<file path="config.mk">
export PLATFORM = sky130hd
export DESIGN_NAME = serial_subtractor
export DESIGN_NICKNAME = d
export VERILOG_FILES = /design/src/rtl/serial_sub_pkg.sv /design/src/rtl/serial_subtractor_one_bit_full_subtractor.sv /design/src/rtl/serial_subtractor.sv
export SDC_FILE = /design/constraint.sdc
export NUM_CORES = 1
export LEC_CHECK = 0
export ABC_CLOCK_PERIOD_IN_PS = 2450
export CAP_MARGIN = 10
export CELL_PAD_IN_SITES_DETAIL_PLACEMENT = 1
export CELL_PAD_IN_SITES_GLOBAL_PLACEMENT = 2
export CORE_MARGIN = 2
export CORE_UTILIZATION = 32
export DETAILED_ROUTE_END_ITERATION = 7
export GPL_ROUTABILITY_DRIVEN = 0
export PLACE_DENSITY_LB_ADDON = 0.15
export RECOVER_POWER = 25
export SYNTH_ARGS = -nofsm -noshare
export SYNTH_HDL_FRONTEND = slang
export SYNTH_SLANG_ARGS = --single-unit
</file>
<file path="constraint.sdc">
create_clock -name clk -period 2.45 [get_ports clk]
set_input_delay 0.735 -clock clk [delete_from_list [all_inputs] [get_ports clk]]
set_output_delay 0.735 -clock clk [all_outputs]
set_load 0.02 [all_outputs]
</file>
<file path="src/rtl/serial_sub_pkg.sv">
// serial_sub_pkg
//   Definitions shared by the serial subtractor files: the controller state
//   encoding, the default operand width and the bit-counter width helper.
package serial_sub_pkg;

  localparam int unsigned DEFAULT_WIDTH = 4;

  typedef enum logic [1:0] {
    IDLE,
    SHIFT,
    DONE
  } state_t;

  // Bits needed for a counter that can represent 0..w.
  function automatic int unsigned cnt_width(input int unsigned w);
    return $clog2(w + 1);
  endfunction

endpackage

</file>
<file path="src/rtl/serial_subtractor_one_bit_full_subtractor.sv">
// one_bit_full_subtractor
//   Purely combinational single-bit subtractor: a - b - bin.
// Ports:
//   a, b  : operand bits
//   bin   : borrow in
//   diff  : difference bit
//   bout  : borrow out
module one_bit_full_subtractor (
  input  logic a,
  input  logic b,
  input  logic bin,
  output logic diff,
  output logic bout
);

  assign diff = a ^ b ^ bin;
  assign bout = (~a & b) | (~(a ^ b) & bin);

endmodule

</file>
<file path="src/rtl/serial_subtractor.sv">
// serial_subtractor
//   Bit-serial unsigned subtractor. One subtraction A - B - Bin is processed
//   LSB first, one bit per clock, through a single full-subtractor cell.
//   Result D = {borrow_out, difference} is loaded when the operation completes
//   and holds until the next completion or reset.
// Parameters:
//   WIDTH : operand width (2..16)
// Ports:
//   clk   : clock, rising edge
//   rst   : synchronous active-high reset (priority over start)
//   start : request a subtraction; accepted in IDLE or DONE only
//   A, B  : minuend / subtrahend, captured on start acceptance
//   Bin   : borrow-in, captured on start acceptance
//   busy  : high while shifting (WIDTH cycles)
//   done  : one-cycle completion pulse
//   D     : {borrow_out, difference}
//   ovf   : two's-complement overflow flag, present only when the
//           SERIAL_SUB_OVF_EN macro is defined
module serial_subtractor
  import serial_sub_pkg::*;
#(
  parameter int unsigned WIDTH = DEFAULT_WIDTH
) (
  input  logic             clk,
  input  logic             rst,
  input  logic             start,
  input  logic [WIDTH-1:0] A,
  input  logic [WIDTH-1:0] B,
  input  logic             Bin,
  output logic             busy,
  output logic             done,
  output logic [WIDTH:0]   D
`ifdef SERIAL_SUB_OVF_EN
  ,
  output logic             ovf
`endif
);

  localparam int unsigned CW = cnt_width(WIDTH);

  state_t           state, state_nxt;
  logic [WIDTH-1:0] sa, sb;
  logic [WIDTH-2:0] res;
  logic [CW-1:0]    cnt;
  logic             br;
  logic             diff, bout;
  logic             accept, last;
  logic [WIDTH-1:0] res_shift;

  one_bit_full_subtractor u_bit (
    .a    (sa[0]),
    .b    (sb[0]),
    .bin  (br),
    .diff (diff),
    .bout (bout)
  );

  assign accept    = start && ((state == IDLE) || (state == DONE));
  assign last      = (cnt == CW'(WIDTH - 1));
  // Result register keeps only WIDTH-1 bits; the final diff bit is merged
  // straight into D on the last shift so no cycle is spent on a final shift.
  assign res_shift = {diff, res};

  assign busy = (state == SHIFT);
  assign done = (state == DONE);

  always_comb begin
    state_nxt = state;
    case (state)
      IDLE:    if (start) state_nxt = SHIFT;
      SHIFT:   if (last)  state_nxt = DONE;
      DONE:    state_nxt = start ? SHIFT : IDLE;
      default: state_nxt = IDLE;
    endcase
  end

  always_ff @(posedge clk) begin
    if (rst) begin
      state <= IDLE;
      sa    <= '0;
      sb    <= '0;
      res   <= '0;
      cnt   <= '0;
      br    <= 1'b0;
      D     <= '0;
`ifdef SERIAL_SUB_OVF_EN
      ovf   <= 1'b0;
`endif
    end else begin
      state <= state_nxt;
      if (accept) begin
        sa  <= A;
        sb  <= B;
        br  <= Bin;
        cnt <= '0;
      end else if (state == SHIFT) begin
        sa  <= sa >> 1;
        sb  <= sb >> 1;
        br  <= bout;
        res <= res_shift[WIDTH-1:1];
        cnt <= cnt + CW'(1);
        if (last) begin
          D <= {bout, res_shift};
`ifdef SERIAL_SUB_OVF_EN
          // On the last shift sa[0]/sb[0] are the original operand MSBs.
          ovf <= (sa[0] ^ sb[0]) & (diff ^ sa[0]);
`endif
        end
      end
    end
  end

endmodule

</file>
==> results.py, run 1 <==
metrics = {
    "timing": {
        "final_max_slew_viol_count": 0,
        "fmax_ghz": 0.456,
        "finalCritPeriodShare": 0.894,
        "finClkSkew_ns": 0.00655,
        "tightestPinTransition_ns": 1.09,
        "relSlewSlack": 0.273,
        "rsz_0062_raised_after_global_routing": "false",
        "setup_viol": 0,
        "finalHoldViolCount": 0,
        "finalSetupTns_ns": 0,
        "timing.final.crit_period_ns": 2.19,
    },
    "synth": {
        "syn_area_um2": 938,
        "yosysWarnings": 0,
        "seq_area_frac_synth": 0.469,
        "syn_nets": 116,
        "number_of_instances_in_the_synthesized_netlist": 101,
        "synthesis.area_per_instance_um2": 9.29,
        "postSynthRegisterBits": 22,
        "synthDistinctLibCells": 28,
    },
    "critical_path": {
        "cp.buffers_inverters": 1,
        "worstRegToRegCells": 4,
        "critPathMaxStageDelay_ns": 0.59,
        "regToRegStartpoint": "cnt[0]",
        "worst_setup_path_start_kind": "register",
        "crit_arrival_ns": 1.46,
        "worst_setup_path_end_kind": "output port",
        "critical_path.reg2reg.endpoint": "D[4]",
        "crit_path_cell_trace": "and2b_1 -> clkdlybuf4s50_1",
        "r2r_slack_ns": 1.03,
        "crit_path_max_fanout": 5,
        "crit_type": "register to output port",
        "critical_path.slowest_cell": "clkdlybuf4s50_1",
        "crit_required_ns": 1.71,
        "top_family_by_delay_on_critical_path": "buffers and inverters",
    },
    "cts": {
        "tritoncts.num_buffers": 3,
        "tritoncts": "built",
        "cts.repair_timing.setup_buffer_count": 0,
        "clk_root_buffer_cell": "clkbuf_4",
        "worstSkewPairLatency_ns": 0.31,
        "worst_setup_hold_path_clk_slew_ns": 0.13,
        "cts_max_level": 1,
        "cts_buffer_depth": 2,
        "cts_num_sinks": 22,
    },
    "detailed_routing": {
        "avgRoutedWirePerCell_um": 13.8,
        "drt_drc_violations_left": 0,
        "wl_mm": 2.06,
        "routed_via_density": 5.11,
        "dr.pass1.iters": 3,
        "drt_iter0_markers": 19,
        "ant_nets": 0,
        "vias": 761,
    },
    "floorplan": {
        "floorplan.core_area_um2": 2780,
        "initial_core_util": 0.337,
        "design.die.area_um2": 3380,
        "dieHeight_um": 58.2,
        "io_pins": 19,
        "floorplan.die.width_um": 58.2,
        "row_count": 19,
    },
    "place": {
        "place_area_um2": 1120,
        "port_buffers": 18,
        "dpl_wire_length_mm": 1.36,
    },
    "global_route": {
        "wire_length_of_the_first_global_routing_pass_mm": 3.53,
        "grt-ovfl-total": 0,
        "antenna_found_initial": 0,
        "grt_pass1_vias": 749,
        "grt_util_overall": 0.141,
        "grt_start_max_net_pins": 23,
    },
    "cells_and_area": {
        "mostFrequentLayoutCell": "dfxtp_1",
        "post-route-cell-area_um2": 1160,
        "layout_common_cells": "22 x dfxtp_1, 16 x clkdlybuf4s50_1, 15 x nand2_1, 11 x a21oi_1",
        "final_net_count": 134,
        "drive_above_1_share": 0.0763,
        "area_growth_syn_to_layout_pct": 23.5,
        "insertedDiodeCount": 0,
    },
    "pwr": {
        "ir_drop_uv": 349,
        "p_leak_uw": 0.000413,
        "p_per_area_nw_per_um2": 671,
    },
    "run": {
        "number_of_maximum_capacitance_constraint_violations": 0,
    },
    "hold_path": {
        "min_path_type": "register to register",
        "min_path_cells": 2,
        "min_to": "D[2]",
        "hold_path.startpoint": "D[2]",
    },
    "run_status": {
        "run_status": "complete, no violations",
    },
}
-- cell type report --
cell class / instances / area [um^2]
fill: 347 / 1620
tap: 31 / 38.8
timing repair buffer: 21 / 198
clock buffer: 3 / 22.5
multi-input combinational: 67 / 407
clock inverter: 1 / 30.0
sequential: 22 / 440
inverter: 4 / 22.5
-- sequential cells by signal, summed over array words and instances, names as in the netlist --
register and flops:
sa 4, br 1, res 3, sb 4, D 5, cnt 3
state 2
-- layer usage --
layer | share of wire | track usage
met2 | 0.46 | 0.211
met5 | 0 | 0
met1 | 0.48 | 0.189
met4 | 0.025 | 0.0897
met3 | 0.033 | 0.0201
-- cells in the mapped netlist (all sizes together) --
library cell / number / area share
o22ai: 3 / 0.020
and2b: 1 / 0.0080
dfxtp: 22 / 0.47
buf: 6 / 0.059
nor3: 7 / 0.037
nand3: 7 / 0.037
fa: 1 / 0.021
a21oi: 11 / 0.059
ha: 2 / 0.027
a311oi: 4 / 0.051
xnor2: 1 / 0.0093
nand2b: 2 / 0.013
nand2: 15 / 0.060
a22oi: 1 / 0.0080
clkbuf: 2 / 0.0080
nand3b: 1 / 0.0080
mux2i: 2 / 0.021
inv: 4 / 0.024
nor2: 5 / 0.020
a2bb2oi: 1 / 0.0093
nor2b: 1 / 0.0067
a2111oi: 1 / 0.016
o21a: 1 / 0.0080
-- timing repair --
item	CTS	global route
gates resized for setup	1	0
hold buffers	0	0
endpoints found under the setup margin	1	0
-- worst reg2reg max path, stage by stage (launching register included) --
cell and delay, ns:
dfxtp_1 0.37, ha_1 0.15, ha_1 0.34, a21oi_1 0.14, a311oi_1 0.32
-- kinds of logic after synthesis --
kind of cell,count (synthesis),share of synthesized area
simple gates,39,0.191
fa+ha+maj,3,0.0480
buf+inv,12,0.0907
flops,22,0.469
mux,2,0.0213
xor+xnor,1,0.00934
compound gates,22,0.171
-- per-stage QoR --
stage                     worst slack, ns  std cells   util  power (uW)  hold slack [ns]
final                               0.259        149  0.417         778            0.464
after global routing                0.191        149  0.417         818            0.486
after CTS                           0.238        149  0.420         792            0.465
after detailed placement            0.379        145  0.402         508            0.447
after global placement              0.415        145  0.402         505            0.444
after floorplan                     0.948        101      -         475            0.437
-- report_power, final --
part | total (uW) | internal (uW) | leakage (uW) | switching [uW]
combinational | 109 | 50.2 | 0.000206 | 59.2
clock | 281 | 165 | 0.0000279 | 116
sequential | 387 | 376 | 0.000180 | 10.9
-- worst max path at each step --
stage / startpoint / end / slack, ns / depth (start not counted)
after global placement: state[1] / busy / 0.42 / 3
after detailed placement: state[0] / busy / 0.38 / 3
final: state[0] / done / 0.26 / 2
after floorplan: state[1] / busy / 0.95 / 4
after CTS: state[0] / done / 0.24 / 2
after global routing: state[0] / done / 0.19 / 2
Power figures use the tool's default switching activity.
==> run 2, diff against run 1 <==
--- a/config.mk
+++ b/config.mk
@@ -5,12 +5,13 @@
 export SDC_FILE = /design/constraint.sdc
 export NUM_CORES = 1
 export LEC_CHECK = 0
-export ABC_CLOCK_PERIOD_IN_PS = 2450
+export ABC_AREA = 1
+export ABC_CLOCK_PERIOD_IN_PS = 1900
 export CAP_MARGIN = 10
 export CELL_PAD_IN_SITES_DETAIL_PLACEMENT = 1
 export CELL_PAD_IN_SITES_GLOBAL_PLACEMENT = 2
 export CORE_MARGIN = 2
-export CORE_UTILIZATION = 32
+export CORE_UTILIZATION = 26
 export DETAILED_ROUTE_END_ITERATION = 7
 export GPL_ROUTABILITY_DRIVEN = 0
 export PLACE_DENSITY_LB_ADDON = 0.15
==> constraint.sdc (replaced) <==
create_clock -name clk -period 1.9 [get_ports clk]
set_input_delay 0.57 -clock clk [delete_from_list [all_inputs] [get_ports clk]]
set_output_delay 0.57 -clock clk [all_outputs]
set_load 0.02 [all_outputs]
==> run 2 against run 1 <==
  * Area after synthesis increased by 11%
  * Clock skew about the same
  * Clock power increased by 57%
  * Sequential share of layout area decreased by 5.6 points
  * Global-route usage decreased by 1.0 points
  * Setup slack got worse by 0.13 ns
  * Critical path type unchanged
  * Critical endpoint is now D[3]
==> results.py, run 2 <==
metrics = {
    "detailed_routing": {
        "vias": 877,
        "drt_drc_violations_left": 0,
        "drt_iter0_markers": 16,
        "avgRoutedWirePerCell_um": 12.0,
        "wl_mm": 2.46,
        "dr.pass1.iters": 4,
        "ant_nets": 0,
        "routed_via_density": 4.28,
    },
    "critical_path": {
        "crit_path_max_fanout": 2,
        "worst_setup_path_end_kind": "output port",
        "r2r_slack_ns": 0.57,
        "critical_path.slowest_cell": "clkdlybuf4s50_1",
        "crit_arrival_ns": 1.20,
        "regToRegStartpoint": "cnt[0]",
        "crit_type": "register to output port",
        "worst_setup_path_start_kind": "register",
        "critPathMaxStageDelay_ns": 0.60,
        "critical_path.reg2reg.endpoint": "D[3]",
        "worstRegToRegCells": 8,
        "crit_path_cell_trace": "clkdlybuf4s50_1",
        "crit_required_ns": 1.33,
        "top_family_by_delay_on_critical_path": "buffers and inverters",
        "cp.buffers_inverters": 1,
    },
    "place": {
        "place.detailed.instances": 201,
        "port_buffers": 18,
        "dpl_wire_length_mm": 1.89,
    },
    "timing": {
        "finClkSkew_ns": 0.00654,
        "rsz_0062_raised_after_global_routing": "false",
        "finalHoldViolCount": 0,
        "finalSetupTns_ns": 0,
        "worst_hold_slack_ns": 0.474,
        "setup_viol": 0,
        "finalCritPeriodShare": 0.934,
        "timing.final.crit_period_ns": 1.77,
        "relSlewSlack": 0.808,
        "tightestPinTransition_ns": 0.288,
        "final_max_slew_viol_count": 0,
        "fmax_ghz": 0.564,
    },
    "cts": {
        "cts_max_level": 1,
        "worstSkewPairLatency_ns": 0.26,
        "cts_buffer_depth": 2,
        "clk_root_buffer_cell": "clkbuf_8",
        "tritoncts.num_buffers": 3,
        "worst_setup_hold_path_clk_slew_ns": 0.09,
        "ctsHoldBuffers": 0,
        "cts_num_sinks": 22,
        "cts.repair_timing.setup_buffer_count": 0,
        "tritoncts": "built",
    },
    "global_route": {
        "grt_util_overall": 0.131,
        "grt-ovfl-total": 0,
        "antenna_found_initial": 0,
        "wire_length_of_the_first_global_routing_pass_mm": 4.35,
        "grt_start_max_net_pins": 16,
        "grt_pass1_vias": 948,
    },
    "synth": {
        "yosys.area.top_type": "dfxtp_1",
        "synthDistinctLibCells": 25,
        "postSynthRegisterBits": 22,
        "synth_area_leaders": "dfxtp_1 42%, nor2_1 8.6%, nand2_1 6.8%",
        "postSynth.asyncResetShare": 0,
        "synthDominantCellAreaShare": 0.423,
        "synthXorXnorAreaFrac": 0.00840,
        "yosys.area_share.simple": 0.336,
        "dominant_combinational_cell_family_by_area_after_synthesis": "simple AND/OR/NAND/NOR gates",
        "synthesis.area_per_instance_um2": 8.02,
        "yosys-top-cells-count": "24 x nor2_1, 22 x dfxtp_1, 19 x nand2_1, 14 x inv_1, 7 x o21ai_0",
        "yosysWarnings": 0,
        "syn_area_um2": 1040,
        "synth_edf_count": 0,
        "syn_nets": 145,
        "yosys_most_used_dff": "dfxtp_1",
        "synth-compound-area-share": 0.0924,
        "yosys.area_share.adder": 0.0432,
        "post-synth-top-count-cell": "nor2_1",
        "seq_area_frac_synth": 0.423,
        "number_of_instances_in_the_synthesized_netlist": 130,
        "synth.area.mux_share": 0,
    },
    "cells_and_area": {
        "mostFrequentLayoutCell": "nor2_1",
        "reg_top3": "D: 5 flops, sa: 4 flops, sb: 4 flops",
        "drive_above_1_share": 0.187,
        "final_core_utilization": 0.348,
        "regMostFlops": "D",
        "largest_register_ff_count": 5,
        "layout_common_cells": "24 x nor2_1, 21 x dfxtp_1, 19 x nand2_1, 14 x inv_1, 14 x clkdlybuf4s50_1",
        "post_layout_instance_count_excluding_filler_cells": 205,
        "insertedDiodeCount": 0,
        "final_net_count": 171,
        "area_growth_syn_to_layout_pct": 30.6,
        "filler_instances": 484,
    },
    "floorplan": {
        "design.die.area_um2": 4530,
        "dieHeight_um": 67.3,
        "floorplan.core_area_um2": 3910,
        "floorplan.die.width_um": 67.3,
        "row_count": 23,
        "io_pins": 19,
        "initial_core_util": 0.266,
    },
    "run": {
        "number_of_maximum_capacitance_constraint_violations": 0,
    },
    "hold_path": {
        "min_to": "cnt[2]",
        "min_path_type": "register to register",
        "min_path_cells": 2,
        "hold_path.startpoint": "cnt[2]",
    },
    "pwr": {
        "ir_drop_uv": 454,
        "p_per_area_nw_per_um2": 829,
        "p_leak_uw": 0.000589,
    },
    "run_status": {
        "run_status": "complete, no violations",
    },
}
run 2: repair_timing:
action / in CTS / in global routing
endpoints found under the setup margin: 2 / 0
endpoints found under the hold margin: 0 / 0
resized for setup: 3 / 0
run 2: routing by layer:
layer / routed length, um / track usage
met2: 1210 / 0.234
met3: 89 / 0.0350
met5: 0 / 0
met1: 1140 / 0.155
met4: 21 / 0.0306
run 2: worst max path at each step:
stage	endpoint	depth (start not counted)	startpoint	slack [ns]
global placement	done	3	state[1]	0.12
CTS	D[3]	1	D[3]	0.1
floorplan	done	2	state[1]	0.53
detailed placement	sb[1]	5	start	0.10
global route	busy	3	state[0]	0.04
finish	D[3]	1	D[3]	0.13
run 2: cell families (layout without fill, tap and decap cells):
family                   after synthesis  in the layout
buffers and inverters                 20             45
XOR/XNOR                               1              1
AND/OR/NAND/NOR                       67             67
AO/OA/AOI/OAI                         17             17
flip-flops                            22             22
adder cells (fa/ha/maj)                3              3
run 2: cell type report:
| cell class | instances | area [um^2] | area share |
|---|---|---|---|
| repair buffers | 24 | 219 | 0.161 |
| flip-flops and latches | 22 | 442 | 0.324 |
| clock inverters | 1 | 30.0 | 0.0221 |
| well taps | 50 | 62.6 | 0.0460 |
| multi-input cells | 88 | 500 | 0.368 |
| clock buffers | 3 | 41.3 | 0.0303 |
| inverters | 17 | 66.3 | 0.0487 |
run 2: stage by stage:
stage          setup WS [ns]  total power (uW)  area (um^2)
2_1_floorplan          0.533               642         1040
3_3_place_gp           0.124               701         1290
3_5_place_dp           0.100               706         1290
4_1_cts               0.0994              1160         1370
5_1_grt               0.0439              1200         1360
6_report               0.126              1130         1360
run 2: where the power goes:
group	internal, uW	switching [uW]
clock network	281	160
logic	77.1	104
registers	490	16.1
total	849	280
run 2: worst min-delay path: cells and delay by family, from the launching register on:
| family | cells | cell delay, ns |
|---|---|---|
| compound gates | 1 | 0.05 |
| buf+inv | 1 | 0.08 |
| flops | 1 | 0.31 |
==> run 3, diff against run 2 <==
--- a/config.mk
+++ b/config.mk
@@ -15,7 +15,6 @@
 export DETAILED_ROUTE_END_ITERATION = 7
 export GPL_ROUTABILITY_DRIVEN = 0
 export PLACE_DENSITY_LB_ADDON = 0.15
-export RECOVER_POWER = 25
 export SYNTH_ARGS = -nofsm -noshare
 export SYNTH_HDL_FRONTEND = slang
 export SYNTH_SLANG_ARGS = --single-unit
==> run 3 against run 2 <==
  * Worst hold slack barely moved
  * Clock power barely moved
  * Largest cell class unchanged
  * Clock skew about the same
  * Critical path type unchanged
==> results.py, run 3 (same netlist as run 2, synthesis figures left out) <==
metrics = {
    "run_status": {
        "run_status": "complete, no violations",
    },
    "cells_and_area": {
        "regMostFlops": "D",
        "multi_input_area_um2": 500,
        "filler_instances": 484,
        "drive_above_1_share": 0.194,
        "mostFrequentLayoutCell": "nor2_1",
        "reg_top3": "D: 5 flops, sa: 4 flops, sb: 4 flops",
        "final-seq-area_um2": 442,
        "layout_common_cells": "24 x nor2_1, 21 x dfxtp_1, 19 x nand2_1, 16 x clkdlybuf4s50_1, 14 x inv_1",
        "largest_register_ff_count": 5,
        "final_net_count": 171,
        "insertedDiodeCount": 0,
        "area_growth_syn_to_layout_pct": 31.0,
    },
    "pwr": {
        "report.power.total_uw": 1130,
        "p_leak_uw": 0.000592,
        "ir_drop_uv": 454,
        "p_per_area_nw_per_um2": 828,
    },
    "critical_path": {
        "crit_path_max_fanout": 2,
        "r2r_slack_ns": 0.56,
        "crit_type": "register to output port",
        "worst_setup_path_end_kind": "output port",
        "crit_arrival_ns": 1.20,
        "crit_required_ns": 1.33,
        "critPathMaxStageDelay_ns": 0.60,
        "worstRegToRegCells": 8,
        "regToRegStartpoint": "cnt[0]",
        "critical_path.slowest_cell": "clkdlybuf4s50_1",
        "setup.worst_path.start": "D[3]",
        "cp.buffers_inverters": 1,
        "worst_setup_path_start_kind": "register",
        "critical_path.reg2reg.endpoint": "D[3]",
        "top_family_by_delay_on_critical_path": "buffers and inverters",
        "crit_path_cell_trace": "clkdlybuf4s50_1",
    },
    "cts": {
        "cts_num_sinks": 22,
        "ctsHoldBuffers": 0,
        "clk_root_buffer_cell": "clkbuf_8",
        "cts.repair_timing.setup_buffer_count": 0,
        "worst_setup_hold_path_clk_slew_ns": 0.09,
        "tritoncts.num_buffers": 3,
        "tritoncts": "built",
        "cts_buffer_depth": 2,
        "worstSkewPairLatency_ns": 0.26,
        "cts_max_level": 1,
    },
    "global_route": {
        "grt_pass1_vias": 948,
        "wire_length_of_the_first_global_routing_pass_mm": 4.35,
        "grt_start_max_net_pins": 16,
        "antenna_found_initial": 0,
        "grt-ovfl-total": 0,
        "grt_util_overall": 0.131,
    },
    "timing": {
        "timing.final.crit_period_ns": 1.77,
        "tightestPinTransition_ns": 0.255,
        "finalSetupTns_ns": 0,
        "finClkSkew_ns": 0.00657,
        "worst_hold_slack_ns": 0.474,
        "relSlewSlack": 0.830,
        "setup_viol": 0,
        "rsz_0062_raised_after_global_routing": "false",
        "final_max_slew_viol_count": 0,
        "finalHoldViolCount": 0,
        "fmax_ghz": 0.564,
        "setup_slack_ns": 0.126,
        "finalCritPeriodShare": 0.934,
    },
    "floorplan": {
        "initial_core_util": 0.266,
        "dieHeight_um": 67.3,
        "row_count": 23,
        "design.die.area_um2": 4530,
        "floorplan.core_area_um2": 3910,
        "io_pins": 19,
        "floorplan.die.width_um": 67.3,
    },
    "hold_path": {
        "min_to": "cnt[2]",
        "min_path_type": "register to register",
        "hold_path.startpoint": "cnt[2]",
        "min_path_cells": 2,
    },
    "detailed_routing": {
        "avgRoutedWirePerCell_um": 12.0,
        "drt_drc_violations_left": 0,
        "dr.pass1.iters": 3,
        "vias": 877,
        "ant_nets": 0,
        "drt_iter0_markers": 16,
        "wl_mm": 2.47,
        "routed_via_density": 4.28,
    },
    "place": {
        "place_worst_setup_slack_ns": 0.100,
        "port_buffers": 18,
        "dpl_wire_length_mm": 1.89,
    },
    "run": {
        "number_of_maximum_capacitance_constraint_violations": 0,
    },
}
## run 3: cell types whose count changed in the layout (fill, tap and decap cells not counted)
cell / previous run / this run
clkdlybuf4s50_1: 14 / 16
dlygate4sd3_1: 2 / 0
buf_4: 5 / 6
clkbuf_1: 1 / 0
## run 3: per-layer routing
metal	global-route usage	vias to the layer above	part of all wire	routed length [um]
li1	-	457	-	-
met1	0.155	406	0.47	1160
met2	0.234	12	0.49	1200
met3	0.0350	2	0.036	89
met4	0.0306	0	0.0085	21
met5	0	-	0	0
## run 3: area by class of cell
type / instances / area share
flip-flops and latches: 22 / 0.324
inverters: 17 / 0.0486
well taps: 50 / 0.0458
clock inverters: 1 / 0.0220
repair buffers: 24 / 0.163
clock buffers: 3 / 0.0302
multi-input cells: 88 / 0.367
## run 3: repair_timing
action | 4_1_cts | 5_1_grt
hold endpoints to repair | 0 | 0
setup endpoints to repair | 2 | 0
gates resized for setup | 3 | 0
## run 3: worst max path at each step
stage	slack (ns)	to	cells after the start
global placement	0.12	done	3
floorplan	0.53	done	2
finish	0.13	D[3]	1
detailed placement	0.10	sb[1]	5
CTS	0.1	D[3]	1
global route	0.04	busy	3
## run 3: per-stage QoR
step | utilization | cell area (um^2) | std cells
after floorplan | - | 1040 | 130
after global placement | 0.331 | 1290 | 201
after detailed placement | 0.331 | 1290 | 201
after CTS | 0.349 | 1370 | 205
after global routing | 0.349 | 1370 | 205
final | 0.349 | 1370 | 205
## run 3: report_power, final
part           internal, uW  switching (uW)
Sequential              490            16.1
Combinational          78.8             104
Clock                   281             160
Total                   851             280
